`config.mk`:
```
export PLATFORM = sky130hd
export DESIGN_NAME = i2s_mono_ctrl_flat
export DESIGN_NICKNAME = d
export VERILOG_FILES = /design/src/rtl/i2s_mono_ctrl_if.sv /design/src/rtl/i2s_mono_ctrl.sv /design/src/flat_wrapper.sv
export SDC_FILE = /design/constraint.sdc
export NUM_CORES = 1
export LEC_CHECK = 0
export ABC_AREA = 1
export BUFFER_PORTS_ARGS = -buffer_cell sky130_fd_sc_hd__buf_2
export CAP_MARGIN = 5
export CORE_MARGIN = 2
export CORE_UTILIZATION = 41
export DETAILED_ROUTE_END_ITERATION = 10
export GPL_TIMING_DRIVEN = 0
export HOLD_SLACK_MARGIN = 0.08
export PLACE_DENSITY_LB_ADDON = 0.25
export REMOVE_ABC_BUFFERS = 1
export SYNTH_ARGS = -nofsm -noshare
export SYNTH_HDL_FRONTEND = slang
export SYNTH_SLANG_ARGS = --single-unit
```
`constraint.sdc`:
```
create_clock -name clk -period 2 [get_ports clk]
set_input_delay 0.1 -clock clk [delete_from_list [all_inputs] [get_ports clk]]
set_output_delay 0.1 -clock clk [all_outputs]
set_load 0.1 [all_outputs]
```
`src/rtl/i2s_mono_ctrl_if.sv`:
```
// i2s_mono_ctrl_if: lane pins plus TX/RX PCM streams between controller and its peers
//   lane   : bclk, lrclk, push, pop, tx_pcm (ctrl->lane); full, rx_pcm (lane->ctrl)
//   TX in  : s_valid, s_data (source->ctrl); s_ready (ctrl->source)
//   RX out : m_valid, m_data (ctrl->sink); m_ready (sink->ctrl)
interface i2s_mono_ctrl_if;
    logic        bclk;
    logic        lrclk;
    logic        full;
    logic        push;
    logic        pop;
    logic [15:0] rx_pcm;
    logic [15:0] tx_pcm;
    logic        s_valid;
    logic        s_ready;
    logic [15:0] s_data;
    logic        m_valid;
    logic        m_ready;
    logic [15:0] m_data;
    modport master (
        output bclk, lrclk, push, pop, tx_pcm, s_ready, m_valid, m_data,
        input  full, rx_pcm, s_valid, s_data, m_ready
    );
    modport slave (
        input  bclk, lrclk, push, pop, tx_pcm, s_ready, m_valid, m_data,
        output full, rx_pcm, s_valid, s_data, m_ready
    );
endinterface

```
`src/rtl/i2s_mono_ctrl.sv`:
```
// i2s_mono_ctrl: master-mode bclk/lrclk generator and PCM stream bridge for one i2s_mono lane
//   clk, rstn          system clock, async active-low reset
//   enable             run request; start/stop only on frame boundaries
//   sel_rx, div        lane direction and bclk half-period (div+1 clk), sampled in IDLE
//   running            high in START/RUN/DRAIN
//   bus                lane pins plus TX (s_*) and RX (m_*) streams
//   underrun, overrun  saturating event counters
module i2s_mono_ctrl #(
    parameter int DIV_W     = 8,
    parameter int SLOT_BITS = 32,
    parameter int CNT_W     = 16
) (
    input  logic             clk,
    input  logic             rstn,
    input  logic             enable,
    input  logic             sel_rx,
    input  logic [DIV_W-1:0] div,
    output logic             running,
    i2s_mono_ctrl_if.master  bus,
    output logic [CNT_W-1:0] underrun,
    output logic [CNT_W-1:0] overrun
);
    localparam int BIT_W = (SLOT_BITS > 1) ? $clog2(SLOT_BITS) : 1;
    typedef enum logic [1:0] {IDLE, START, RUN, DRAIN} state_t;
    state_t           state, state_d;
    logic [DIV_W-1:0] div_q, divcnt;
    logic [BIT_W-1:0] bitcnt;
    logic             sel_q, bclk_q, lrclk_q, push_q, pop_q, pend, m_valid_q;
    logic [15:0]      tx_q, m_data_q;
    logic             active, div_wrap, bclk_fall, slot_end, frame_end, svc;
    assign active    = state == RUN || state == DRAIN;
    assign div_wrap  = active && divcnt == div_q;
    assign bclk_fall = div_wrap && bclk_q;
    assign slot_end  = bclk_fall && bitcnt == BIT_W'(SLOT_BITS - 1);
    // the right slot ending brings lrclk back to 0: a whole frame is complete
    assign frame_end = slot_end && lrclk_q;
    // pend blocks a second service until the lane has dropped full
    assign svc       = active && bus.full && !pend;
    assign running     = state != IDLE;
    assign bus.bclk    = bclk_q;
    assign bus.lrclk   = lrclk_q;
    assign bus.push    = push_q;
    assign bus.pop     = pop_q;
    assign bus.tx_pcm  = tx_q;
    assign bus.s_ready = svc && !sel_q;
    assign bus.m_valid = m_valid_q;
    assign bus.m_data  = m_data_q;
    always_comb begin
        state_d = state;
        case (state)
            IDLE:    state_d = enable ? START : IDLE;
            START:   state_d = RUN;
            RUN:     state_d = enable ? RUN : DRAIN;
            default: state_d = enable ? RUN : (frame_end ? IDLE : DRAIN);
        endcase
    end
    always_ff @(posedge clk or negedge rstn) begin
        if (!rstn) begin
            state     <= IDLE;
            div_q     <= '0;
            divcnt    <= '0;
            bitcnt    <= '0;
            sel_q     <= 1'b0;
            bclk_q    <= 1'b0;
            lrclk_q   <= 1'b0;
            push_q    <= 1'b0;
            pop_q     <= 1'b0;
            pend      <= 1'b0;
            tx_q      <= '0;
            m_valid_q <= 1'b0;
            m_data_q  <= '0;
            underrun  <= '0;
            overrun   <= '0;
        end else begin
            state <= state_d;
            if (state == IDLE) begin
                sel_q <= sel_rx;
                div_q <= div;
            end
            if (state == START) begin
                divcnt  <= '0;
                bitcnt  <= '0;
                bclk_q  <= 1'b0;
                lrclk_q <= 1'b0;
            end else if (active) begin
                divcnt <= div_wrap ? '0 : divcnt + 1'b1;
                if (div_wrap) bclk_q <= ~bclk_q;
                if (bclk_fall) bitcnt <= slot_end ? '0 : bitcnt + 1'b1;
                if (slot_end) lrclk_q <= ~lrclk_q;
            end
            pend <= (state == START) ? 1'b0 : (svc || (pend && bus.full));
            if (svc && !sel_q) begin
                push_q <= ~push_q;
                tx_q   <= bus.s_valid ? bus.s_data : '0;
                if (!bus.s_valid && !(&underrun)) underrun <= underrun + 1'b1;
            end
            if (svc && sel_q) begin
                pop_q <= ~pop_q;
                if (!m_valid_q || bus.m_ready) begin
                    m_data_q  <= bus.rx_pcm;
                    m_valid_q <= 1'b1;
                end else if (!(&overrun)) begin
                    overrun <= overrun + 1'b1;
                end
            end else if (bus.m_ready) begin
                m_valid_q <= 1'b0;
            end
        end
    end
endmodule

```
`src/flat_wrapper.sv`:
```
// flat-port wrapper written by rule: the top's interface ports become plain ports
module i2s_mono_ctrl_flat 
#(
    parameter int DIV_W     = 8,
    parameter int SLOT_BITS = 32,
    parameter int CNT_W     = 16
)
  (clk, rstn, enable, sel_rx, div, running, underrun, overrun, bus_bclk, bus_lrclk, bus_push, bus_pop, bus_tx_pcm, bus_s_ready, bus_m_valid, bus_m_data, bus_full, bus_rx_pcm, bus_s_valid, bus_s_data, bus_m_ready);
  i2s_mono_ctrl_if bus_i ();
  input  logic clk;
  input  logic rstn;
  input  logic enable;
  input  logic sel_rx;
  input  logic [DIV_W-1:0] div;
  output logic running;
  output logic [CNT_W-1:0] underrun;
  output logic [CNT_W-1:0] overrun;
  output wire logic [$bits(bus_i.bclk)-1:0] bus_bclk;
  output wire logic [$bits(bus_i.lrclk)-1:0] bus_lrclk;
  output wire logic [$bits(bus_i.push)-1:0] bus_push;
  output wire logic [$bits(bus_i.pop)-1:0] bus_pop;
  output wire logic [$bits(bus_i.tx_pcm)-1:0] bus_tx_pcm;
  output wire logic [$bits(bus_i.s_ready)-1:0] bus_s_ready;
  output wire logic [$bits(bus_i.m_valid)-1:0] bus_m_valid;
  output wire logic [$bits(bus_i.m_data)-1:0] bus_m_data;
  input wire logic [$bits(bus_i.full)-1:0] bus_full;
  input wire logic [$bits(bus_i.rx_pcm)-1:0] bus_rx_pcm;
  input wire logic [$bits(bus_i.s_valid)-1:0] bus_s_valid;
  input wire logic [$bits(bus_i.s_data)-1:0] bus_s_data;
  input wire logic [$bits(bus_i.m_ready)-1:0] bus_m_ready;
  assign bus_bclk = bus_i.bclk;
  assign bus_lrclk = bus_i.lrclk;
  assign bus_push = bus_i.push;
  assign bus_pop = bus_i.pop;
  assign bus_tx_pcm = bus_i.tx_pcm;
  assign bus_s_ready = bus_i.s_ready;
  assign bus_m_valid = bus_i.m_valid;
  assign bus_m_data = bus_i.m_data;
  assign bus_i.full = bus_full;
  assign bus_i.rx_pcm = bus_rx_pcm;
  assign bus_i.s_valid = bus_s_valid;
  assign bus_i.s_data = bus_s_data;
  assign bus_i.m_ready = bus_m_ready;
  i2s_mono_ctrl #(.DIV_W(DIV_W), .SLOT_BITS(SLOT_BITS), .CNT_W(CNT_W)) u_core (.clk(clk), .rstn(rstn), .enable(enable), .sel_rx(sel_rx), .div(div), .running(running), .bus(bus_i), .underrun(underrun), .overrun(overrun));
endmodule
```
==> results.toml <==
[outcome]
run_status = "complete, no violations"

[sta]
timing.final.crit_period_ps = 1950
tightestPinTransition_ps = 689
finalCritPeriodShare_pct = 97.4
fmax_mhz = 513
finalSetupViolCount = 0
hold_viol = 0
slew_headroom_pct = 54.1
fin_ws_ps = 51.4
maxSlewViolCount = 0
skew_ps = 7.80
rsz0062_at_grt = "true"
hold_ws_ps = 173

[route]
route.vias.total = 4144
antenna_left = 0
drc = 0
drt_wl_total_um = 11500
drt_first_pass_iters = 6
drt_iter0_drc = 197
wl_per_cell_um = 13.5
routed_via_density = 4.88

[yosys]
synth_seq_area_share_pct = 50.4
syn_area_mm2 = 0.00467
yosys.area.top_type = "dfrtp_1"
syn_area_per_cell_um2 = 8.80
synth_cells = 530
yosys_warnings = 0
yosys_register_bits = 94
synth_top_area_share_pct = 50.4
ys_types = 30
synth_area_leaders = "dfrtp_1, nand2_1, inv_1"

[clock_tree]
clockBufferDepth = 2
path_clk_slew_ps = 70
h-tree-depth = 3
cts_root_buffer = "clkbuf_16"
clock-sinks = 94
cts_tree = "done"
clk_latency_ps = 350
cts_buffers = 9

[grt]
grt_pass1_vias = 4082
antenna_found_initial = 0
grt_max_degree = 53
grtUsageTotal_pct = 19.0
grt-ovfl-total = 0
grt_first_pass_wirelength_um = 19200

[setup_path]
crit_start = "u_core.state[0]$_DFF_PN0_"
arrival_ps = 2180
critPathLaunchType = "register"
timing.rr.start = "u_core.state[0]$_DFF_PN0_"
critPathMaxStageDelay_ps = 440
critPathSlowestCell = "dfrtp_2"
worstSetupEndpointType = "register"
crit_chain = "inv_2 -> ha_4 -> inv_2 -> nand2_4 -> nand2_4 -> nor2_8 -> buf_6 -> nand2_8 -> nor3_4 -> buf_6 -> nand2_2 -> xor2_1"
required_ps = 2230
r2r_slack_ps = 50
cp_max_fo = 6
worst-setup-path-type = "register to register"

[place]
place_congestion = 0.837
dpl.hpwl_um = 7280
placed_area_mm2 = 0.00538
io_buffers = 117
preCtsSetupSlack_ps = -469

[hold_path]
hold_class = "primary input to register"
hold_path.startpoint = "bus_s_valid"

[flow_run]
cap_violations = 0

[floorplanning]
core-area_mm2 = 0.0110
dieArea_mm2 = 0.0122
num_rows = 38
io_pins = 118
dieHeight_um = 111
start_util_pct = 42.5
die_x_um = 111

[layout]
fill_cells = 960
antennaDiodeCount = 0
drive_gt1_share_pct = 27.4
syn2layout_area_growth_pct = 37.2
nets = 761
final_area_mm2 = 0.00640
==> layer usage <==
| metal | share of wire [%] | vias to the layer above | global-route usage [%] |
|---|---|---|---|
| li1 | - | 2035 | - |
| met5 | 0 | - | 0 |
| met1 | 44 | 1968 | 25.1 |
| met4 | 1.8 | 0 | 7.17 |
| met3 | 6.6 | 15 | 4.32 |
| met2 | 48 | 126 | 30.5 |
==> final timing paths <==
path / end / cells after the start
worst max register to register: u_core.overrun[5]$_DFFE_PN0P_ / 12
min in group asynchronous: u_core.div_q[3]$_DFFE_PN0P_ / 2
worst min-delay path: u_core.bus.tx_pcm[3]$_DFFE_PN0P_ / 3
worst max-delay path: u_core.overrun[5]$_DFFE_PN0P_ / 12
max in group asynchronous: u_core.bus.tx_pcm[13]$_DFFE_PN0P_ / 3
worst min register to register: u_core.bus.pop$_DFFE_PN0P_ / 1
==> cells in the final DEF, fill, tap and decap left out, types with 2 or more instances in the layout <==
cell             n
nand4_1          8
dfrtp_2          2
buf_4            8
ha_1             7
ha_4             2
xnor2_1          8
buf_6            2
mux2_2          16
nor3_2           2
bufinv_16        3
nand2_4          6
nand2_8          2
dfrtp_1         92
nor3_4           2
and3_1           3
nor3_1          12
nand3b_1         2
dlygate4sd3_1   44
a21oi_1          6
nor2_4           2
o21ai_0         41
clkbuf_16        9
xnor2_2          2
o22ai_1          2
nand2_2          4
nand2_1        145
xor2_1          23
buf_12           3
inv_1           54
nand3_1         32
buf_2          115
nor2_1          34
inv_2            5
==> through the flow <==
step / cells / TNS [ps] / utilization [%]
floorplan: 519 / -6920 / -
global placement: 776 / -16440 / 48.8
CTS: 843 / -4.58 / 57.2
detailed placement: 777 / -5840 / 49.0
global route: 849 / -211 / 58.3
finish: 849 / 0 / 58.3
==> critical path, delay by kind of cell, from the launching register on <==
kind,cells,cell delay [ps]
flip-flops,1,440
AND/OR/NAND/NOR,6,650
adder cells (fa/ha/maj),1,130
XOR/XNOR,1,150
buffers and inverters,4,460
==> cell usage after synthesis <==
cell,n
nand4_1,8
nand2_1,147
o21ai_0,41
buf_6,3
o22ai_1,2
xnor2_1,8
inv_1,58
nand3_1,32
mux2_2,16
nand2_2,4
inv_2,1
nand3b_1,2
nand3_2,1
a21oi_1,6
nor3_4,1
xnor2_2,2
clkbuf_1,7
buf_4,1
clkinv_1,1
nand2_4,5
nor2_1,35
dfrtp_1,94
and3_1,3
ha_1,10
nor2_8,1
xor2_1,24
nor2_2,2
nor4_2,1
nor3_1,13
nor3_2,1
==> cells by family (layout without fill, tap and decap cells) <==
logic type                 Yosys count  in the layout  share of synthesized area, %
AOI/OAI and AO/OA                   49             49                          5.31
DFF                                 94             94                          50.4
xor gates and xnor gates            34             34                          6.70
and+or+nand+nor                    256            258                          24.8
buffers and inverters               71            248                          6.28
muxes                               16             16                          3.86
adders and majority gates           10             10                          2.68
==> what timing repair did <==
item                       in CTS  in global routing
hold endpoints to repair       94                  0
gates cloned                    2                  0
pin swaps                       4                  6
gates resized for setup        16                 14
setup buffers                   4                  6
hold buffers                   44                  0
setup endpoints to repair      32                 28
==> state kept, by name (all words and copies together) (netlist names), 2 cells and up <==
| register | cells |
|---|---|
| u_core.bus.tx_pcm | 16 |
| u_core.bus.m_data | 16 |
| u_core.overrun | 16 |
| u_core.underrun | 16 |
| u_core.divcnt | 8 |
| u_core.state | 2 |
| u_core.bitcnt | 5 |
| u_core.div_q | 8 |
==> final cells by class <==
cell class | count | area, um^2 | share of cell area, %
timing repair buffer | 172 | 1160 | 18.1
sequential | 94 | 2350 | 36.8
tap | 140 | 175 | 2.74
clock buffer | 11 | 243 | 3.79
clock inverter | 5 | 106 | 1.66
multi-input combinational | 367 | 2140 | 33.4
inverter | 60 | 225 | 3.52
Power is left out: the tool's default activity adds up to more than one toggle a clock period on the data nets, which glitch-free logic cannot reach.
